--- src/rtl/dcache_ctrl.sv ---
// dcache_ctrl: write-back, direct-mapped data cache between the CPU data port
// and a multi-cycle backing memory with a request/ready handshake.
// Lines are 4 x 16-bit words; 2**IDX_BITS lines.
// Optional build macro DCACHE_STATS_EN adds saturating hit/miss counters.
//
// state     | meaning
// ----------+-------------------------------------------------------------
// IDLE      | serve hits in zero cycles; a miss raises stall and leaves
// WRITEBACK | victim line is dirty: hold mem_we with its data until mem_rdy
// ALLOCATE  | hold mem_re for the requested line; fill it on mem_rdy

module dcache_ctrl #(
    parameter int IDX_BITS = 3
) (
    input  logic        clk,
    input  logic        rst_n,
    input  logic [15:0] addr,
    input  logic        re,
    input  logic        we,
    input  logic [15:0] wrt_data,
    output logic [15:0] rd_data,
    output logic        stall,
    output logic [13:0] mem_addr,
    output logic        mem_re,
    output logic        mem_we,
    output logic [63:0] mem_wdata,
`ifdef DCACHE_STATS_EN
    output logic [15:0] hit_cnt,
    output logic [15:0] miss_cnt,
`endif
    input  logic [63:0] mem_rdata,
    input  logic        mem_rdy
);

    localparam int TAG_BITS = 14 - IDX_BITS;
    localparam int LINES    = 2 ** IDX_BITS;

    typedef enum logic [1:0] {
        IDLE      = 2'd0,
        WRITEBACK = 2'd1,
        ALLOCATE  = 2'd2
    } state_t;

    state_t state, state_nxt;

    logic [63:0]         data_arr [LINES];
    logic [TAG_BITS-1:0] tag_arr  [LINES];
    logic [LINES-1:0]    valid;
    logic [LINES-1:0]    dirty;

    logic [IDX_BITS-1:0] idx;
    logic [TAG_BITS-1:0] tag;
    logic [1:0]          off;
    logic [5:0]          bit_lo;
    logic                req;
    logic                hit;

    // Strobes from the FSM to the array updates
    logic wr_hit;
    logic fill;
    logic wb_done;
    logic miss_evt;

    assign idx    = addr[IDX_BITS+1:2];
    assign tag    = addr[15:IDX_BITS+2];
    assign off    = addr[1:0];
    assign bit_lo = {off, 4'b0000};
    assign req    = re | we;
    assign hit    = valid[idx] & (tag_arr[idx] == tag);

    // State register; reset aborts any handshake in flight
    always_ff @(posedge clk or negedge rst_n) begin
        if (!rst_n) begin
            state <= IDLE;
        end else begin
            state <= state_nxt;
        end
    end

    // Next state and outputs; everything idles while reset is asserted so a
    // request held across reset does not show up as stall
    always_comb begin
        state_nxt = state;
        stall     = 1'b0;
        rd_data   = 16'h0000;
        mem_re    = 1'b0;
        mem_we    = 1'b0;
        mem_addr  = 14'h0000;
        mem_wdata = 64'h0;
        wr_hit    = 1'b0;
        fill      = 1'b0;
        wb_done   = 1'b0;
        miss_evt  = 1'b0;
        if (rst_n) begin
            unique case (state)
                IDLE: begin
                    if (req) begin
                        if (hit) begin
                            if (we) begin
                                wr_hit = 1'b1;
                            end else begin
                                rd_data = data_arr[idx][bit_lo +: 16];
                            end
                        end else begin
                            stall    = 1'b1;
                            miss_evt = 1'b1;
                            state_nxt = (valid[idx] & dirty[idx]) ? WRITEBACK : ALLOCATE;
                        end
                    end
                end
                WRITEBACK: begin
                    stall     = 1'b1;
                    mem_we    = 1'b1;
                    mem_addr  = {tag_arr[idx], idx};
                    mem_wdata = data_arr[idx];
                    if (mem_rdy) begin
                        wb_done   = 1'b1;
                        state_nxt = ALLOCATE;
                    end
                end
                ALLOCATE: begin
                    stall    = 1'b1;
                    mem_re   = 1'b1;
                    mem_addr = {tag, idx};
                    if (mem_rdy) begin
                        fill      = 1'b1;
                        state_nxt = IDLE;
                    end
                end
                default: begin
                    state_nxt = IDLE;
                end
            endcase
        end
    end

    // Data and tag storage: line fill from memory or single-word write hit
    always_ff @(posedge clk) begin
        if (fill) begin
            data_arr[idx] <= mem_rdata;
            tag_arr[idx]  <= tag;
        end else if (wr_hit) begin
            data_arr[idx][bit_lo +: 16] <= wrt_data;
        end
    end

    // Valid/dirty bookkeeping; reset invalidates everything, dirty data is dropped
    always_ff @(posedge clk or negedge rst_n) begin
        if (!rst_n) begin
            valid <= '0;
            dirty <= '0;
        end else if (fill) begin
            valid[idx] <= 1'b1;
            dirty[idx] <= 1'b0;
        end else if (wb_done) begin
            dirty[idx] <= 1'b0;
        end else if (wr_hit) begin
            dirty[idx] <= 1'b1;
        end
    end

`ifdef DCACHE_STATS_EN
    // The cycle right after a fill serves the request that missed; that
    // access is already counted as a miss, so it must not count as a hit.
    logic fill_done;

    // Saturating hit/miss counters
    always_ff @(posedge clk or negedge rst_n) begin
        if (!rst_n) begin
            fill_done <= 1'b0;
            hit_cnt   <= 16'h0000;
            miss_cnt  <= 16'h0000;
        end else begin
            fill_done <= fill;
            if ((state == IDLE) && req && hit && !fill_done && (hit_cnt != 16'hFFFF)) begin
                hit_cnt <= hit_cnt + 16'h0001;
            end
            if (miss_evt && (miss_cnt != 16'hFFFF)) begin
                miss_cnt <= miss_cnt + 16'h0001;
            end
        end
    end
`endif

endmodule

--- config.mk ---
export PLATFORM = sky130hd
export DESIGN_NAME = dcache_ctrl
export DESIGN_NICKNAME = d
export VERILOG_FILES = /design/src/rtl/dcache_ctrl.sv
export SDC_FILE = /design/constraint.sdc
export NUM_CORES = 1
export LEC_CHECK = 0
export CELL_PAD_IN_SITES_DETAIL_PLACEMENT = 1
export CELL_PAD_IN_SITES_GLOBAL_PLACEMENT = 2
export CORE_UTILIZATION = 40
export DETAILED_ROUTE_END_ITERATION = 12
export PLACE_DENSITY_LB_ADDON = 0.2
export SLEW_MARGIN = 20
export SYNTH_ARGS = -nofsm -noshare
export SYNTH_HDL_FRONTEND = slang
export SYNTH_SLANG_ARGS = --single-unit
export TNS_END_PERCENT = 20
--- constraint.sdc ---
create_clock -name clk -period 5.4 [get_ports clk]
set_input_delay 0.54 -clock clk [delete_from_list [all_inputs] [get_ports clk]]
set_output_delay 0.54 -clock clk [all_outputs]
set_load 0.01 [all_outputs]
# == After elaboration in Yosys (flattened, before gate mapping) ==
# Memory sizes are Yosys's and may differ from the RTL's.
# Cells that the tools add are included.
# totals
word_cells,205
ram_bits,600
out_inout_bits,97
n_memories,2
reg_bits,18
rom_bits,0
latch_bits,0
# memory_table
name,depth,width,read_ports,rd_ports_with_merged_regs,wr,line,text
data_arr,8,64,1,0,1,46,logic [63:0] data_arr [LINES];
tag_arr,8,11,1,0,1,47,logic [TAG_BITS-1:0] tag_arr [LINES];
# classes
eq_ne,7
n_div,0
order_cmp,2
n_bitwise,71
n_mux,111
n_addsub,1
mul,0
reduce_logical,5
shifts,3
# op_table
cell,count
2-to-1 mux 64 bit,3
2-to-1 mux 1 bit,88
2-to-1 mux 16 bit,5
OR 1 bit,65
variable shift 16 x 8 -> 64 bit (first input constant),1
variable part select 16 x 8 -> 64 bit,1
variable part select 64 x 7 -> 16 bit,1
case mux 14 bit (2 select lines),1
2-to-1 mux 8 bit,3
OR 8 bit,2
2-to-1 mux 14 bit,1
equality test 11 bit,1
2-to-1 mux 2 bit,5
AND 8 bit,1
!= test 2 bit (second input constant),4
negation 6 -> 8 bit,1
NOT 8 bit,1
binary-select mux 1 bit (select 3 bit),2
case mux 2 bit (3 select lines),1
AND reduction 5 bit,1
< comparator 3 x 4 -> 1 bit (second input constant),1
demux 1 bit (select 3 bit),1
greater-or-equal comparator 3 x 1 -> 1 bit (second input constant),1
nonzero test 3 bit,1
7 further kinds,8

# == Logic depth before layout (Yosys ltp) ==
# depth
ltp_word,11
ltp_mapped,13
ltp_nobuf,9

# == Worst setup path before layout ==
# OpenSTA, ideal clock, no wires.
# synth_timing
path_type,input to register
start,input addr[2]
end,memory data_arr[0][0] (enable)
n_path_buf,5
arrival_ps,3507
required_time_ps,5012
slack_ps,1504
cell_stages,13
setup_ps,388
path_cell_list,buf_6 -> buf_6 -> buf_4 -> mux2_2 -> o22ai_1 -> nor3_1 -> nor4_1 -> nand4_1 -> or3_1 -> clkbuf_1 -> and2_1 -> buf_2 -> nor2_1
# synth_between
elab_chain_cells,11
elab_cells_between_ends,13
classes_between,1 x eq/ne; 9 x mux; 2 x bitwise; 1 x memory
# synth_lines
item,line,text
"start, declared",17,"input logic [15:0] addr,"
memory read (8 x 11 bit) or binary-select mux 1 bit (select 3 bit) (tied branches),--,
equality test 11 bit or 2-to-1 mux 1 bit (tied branches),69,assign hit = valid[idx] & (tag_arr[idx] == tag);
AND 1 bit,69,
2-to-1 mux 1 bit,98,if (hit) begin
2-to-1 mux 1 bit,97,if (req) begin
2-to-1 mux 1 bit,95,unique case (state)
2-to-1 mux 1 bit,94,if (rst_n) begin
2-to-1 mux 1 bit,142,end else if (wr_hit) begin
2-to-1 mux 1 bit,139,if (fill) begin
2-to-1 mux 64 bit (implied by the code),143,data_arr[idx][bit_lo +: 16] <= wrt_data;
OR 1 bit (no line),--,
"end, declared",46,
# Parallel ways exist; a longest one is shown, timed or not. The select of a mux whose other input is x is not followed.

# == Worst setup path in the final report ==
# layout_timing
start,input addr[2]
end,output rd_data[10]
# layout_between
elab_chain_cells,7
elab_cells_between_ends,12
classes_between,1 x eq/ne; 1 x shift; 7 x mux; 1 x bitwise; 2 x memory
# layout_lines
item,line,text
"memory read (8 x 64 bit), or another cell as far along",--,
"variable part select 64 x 7 -> 16 bit, or another cell as far along",102,rd_data = data_arr[idx][bit_lo +: 16];
2-to-1 mux 16 bit or AND 1 bit (tied branches),"99, 69",
2-to-1 mux 16 bit (*),98,
2-to-1 mux 16 bit (*),97,
2-to-1 mux 16 bit (*),95,
2-to-1 mux 16 bit (*),94,
"end, declared",21,"output logic [15:0] rd_data,"
# Mark *: on every way between the ends. The rest lies on a longest branch, timed or not. The select of a mux whose other input is x is not followed.

==> results.json <==
{
  "crit_required_ps": 4860,
  "max_slew.worst_pin.slew_ps": 973,
  "finalHoldViolCount": 0,
  "ys.flop_type": "edfxtp_1",
  "yosys-top-cells-area": "edfxtp_1 72%, a22oi_1 4.1%, a221oi_1 2.4%",
  "synth.avg_cell_area_um2": 15.4,
  "worstSetupPathType": "in -> out",
  "synth_warnings": 0,
  "yosysSeqAreaShare_pct": 74.1,
  "final_nets": 1987,
  "slew_violations": 0,
  "r2r-end": "data_arr[4][46]",
  "first_pass_iters": 4,
  "clk-insertion-delay-late_ps": 600,
  "wl_met1_mm": 34.3,
  "fin_util_pct": 49.6,
  "post-cts-setup-buffers": 0,
  "synth-edff-count": 600,
  "die_x_um": 252,
  "port_buffers": 197,
  "pin_count": 198,
  "finalCriticalPeriod_ps": 4890,
  "powerDensity_nw_per_um2": 357,
  "setup_viol": 0,
  "ys_types": 65,
  "initial_core_util_pct": 40.5,
  "antenna_found_initial": 3,
  "wl_mm": 82.6,
  "holdWs_ps": 343,
  "skew_ps": 25.7,
  "synthMuxAreaShare_pct": 3.62,
  "dieArea_um2": 63300,
  "grt_max_degree": 66,
  "routed-via-count": 16000,
  "viasPerCell": 5.77,
  "clk_path_buf_depth": 3,
  "synth_compound_gate_area_share_pct": 11.4,
  "grt_pass1_vias": 16600,
  "synth_top_family_by_area": "compound AO/OA/AOI/OAI gates",
  "syn_nets": 1727,
  "status": "finished, final reports clean",
  "tns_ps": 0,
  "mostFrequentLayoutCells": "600 x edfxtp_1, 196 x clkdlybuf4s50_1, 154 x nand2_1",
  "critPathMaxFanout": 19,
  "synth_xor_area_share_pct": 0.276,
  "finalNonFillerCells": 2767,
  "cap_violations": 0,
  "cts.htree.levels": 3,
  "p_total_w": 0.0109,
  "synthSimpleGateAreaFrac_pct": 7.84,
  "grtUsageTotal_pct": 26.3,
  "leakage_nw": 9.98,
  "layout_commonest_cell": "edfxtp_1",
  "wl_met2_mm": 39.7,
  "tritoncts": "built",
  "cts_buffers": 66,
  "first_iter_violations": 1279,
  "root_buffer": "clkbuf_16",
  "dp.cells": 2645,
  "drc": 0,
  "cp.arrival_ps": 4350,
  "wl_per_cell_um": 29.8,
  "path_clk_slew_ps": 60,
  "synth_area_um2": 24900,
  "grt_pass1_wl_mm": 118,
  "timing.rr.start": "tag_arr[1][5]",
  "wl_met3_mm": 5.25,
  "crit_path_start_kind": "input port",
  "globalplace.congestion": 0.837,
  "ctsResizeCount": 0,
  "layout-drive-gt1-share_pct": 13.1,
  "top_layer": "met5",
  "fin_crit_sh_pct": 90.6,
  "num_rows": 91,
  "peakVddDrop_v": 0.000250,
  "dp_hpwl_mm": 52.2,
  "grt.overflow.total": 0,
  "fmax_mhz": 204,
  "synthAdderAreaFrac_pct": 0.452,
  "num-fill-cells": 5928,
  "design.core.area_um2": 61600,
  "ys_ff_latch": 618,
  "synth_top_cell_by_area": "edfxtp_1",
  "syn_inst": 1617,
  "max-slew-margin-rel_pct": 35.0,
  "rsz0062_at_grt": "false",
  "cts_hold_buf": 0,
  "r2r_slack_ps": 1080,
  "synth.top_cell.area_share_pct": 72.3,
  "synthArstFlopShare_pct": 2.91,
  "cts.sink_count": 618,
  "worstHoldPathType": "in -> async",
  "die_h_um": 252,
  "crit_path_end_kind": "output port",
  "worstRegToRegCells": 8,
  "synthToLayoutAreaGrowth_pct": 22.5,
  "ant_nets": 0
}
-- where the power goes --
part / total (W) / switching (W) / internal (W)
registers: 0.00542 / 0.0000386 / 0.00538
clock network: 0.00448 / 0.00181 / 0.00268
logic: 0.000996 / 0.000632 / 0.000364
total: 0.0109 / 0.00248 / 0.00842
-- through the flow --
| step | instance area (µm²) | setup WS [ps] |
|---|---|---|
| after global routing | 30500 | 292 |
| after detailed placement | 28400 | 187 |
| after global placement | 28400 | 420 |
| after CTS | 30500 | 498 |
| final | 30500 | 508 |
| after floorplan | 24900 | 1500 |
-- critical path: stages --
cell	delay [ps]
buf_2	470
mux4_1	710
mux2i_1	260
xor2_1	230
o21ai_0	150
nor4b_2	360
nand3_1	140
or4b_1	510
buf_4	240
nor2_1	150
clkdlybuf4s50_1	550
-- synthesized netlist by cell type, types with 9 or more instances --
cell	instances
a221oi_1	67
a22oi_1	136
o21ai_0	74
clkbuf_1	56
mux4_2	15
ha_1	9
inv_1	12
mux2i_1	24
edfxtp_1	600
a22o_1	67
or2_2	9
nor2_1	141
buf_2	25
a21oi_1	10
nand2_1	155
and3_1	65
dfrtp_1	18
-- how the worst max path moves through the flow --
stage | startpoint | endpoint | slack (ps) | cells after the start
6_report | addr[2] | rd_data[10] | 510 | 11
5_1_grt | addr[2] | rd_data[10] | 290 | 11
4_1_cts | addr[2] | rd_data[10] | 500 | 11
3_5_place_dp | addr[2] | data_arr[0][46] | 190 | 9
3_3_place_gp | addr[2] | data_arr[0][0] | 420 | 10
2_1_floorplan | addr[2] | data_arr[0][0] | 1500 | 13
-- metal layers --
| layer | vias up | global-route usage (%) |
|---|---|---|
| met5 | - | 0 |
| met4 | 2 | 10.9 |
| met3 | 144 | 4.38 |
| met2 | 615 | 42.9 |
| met1 | 8287 | 35.0 |
| li1 | 6929 | - |
-- registers in the layout, indices dropped and copies added, names as in the netlist, named ones only --
| register | flops |
|---|---|
| tag_arr | 88 |
| valid | 8 |
| data_arr | 512 |
| state | 2 |
-- logic make-up (layout without fill, tap and decap cells) --
kind of cell,count (synthesis),after routing
multiplexers,56,56
adder cells (fa/ha/maj),9,9
other,0,3
buffers and inverters,116,426
AND/OR/NAND/NOR,425,425
flip-flops,618,618
XOR/XNOR,7,7
AO/OA/AOI/OAI,386,386
-- area by class of cell --
class	count	area, µm²	area share, %
Tap cell	837	1050	3.43
Timing Repair Buffer	293	2840	9.30
Clock inverter	35	323	1.06
Inverter	15	56.3	0.184
Multi-Input combinational cell	883	5970	19.5
Clock buffer	83	1820	5.97
Sequential cell	618	18500	60.5
Antenna cell	3	7.51	0.0246
Power figures use the tool's default switching activity.
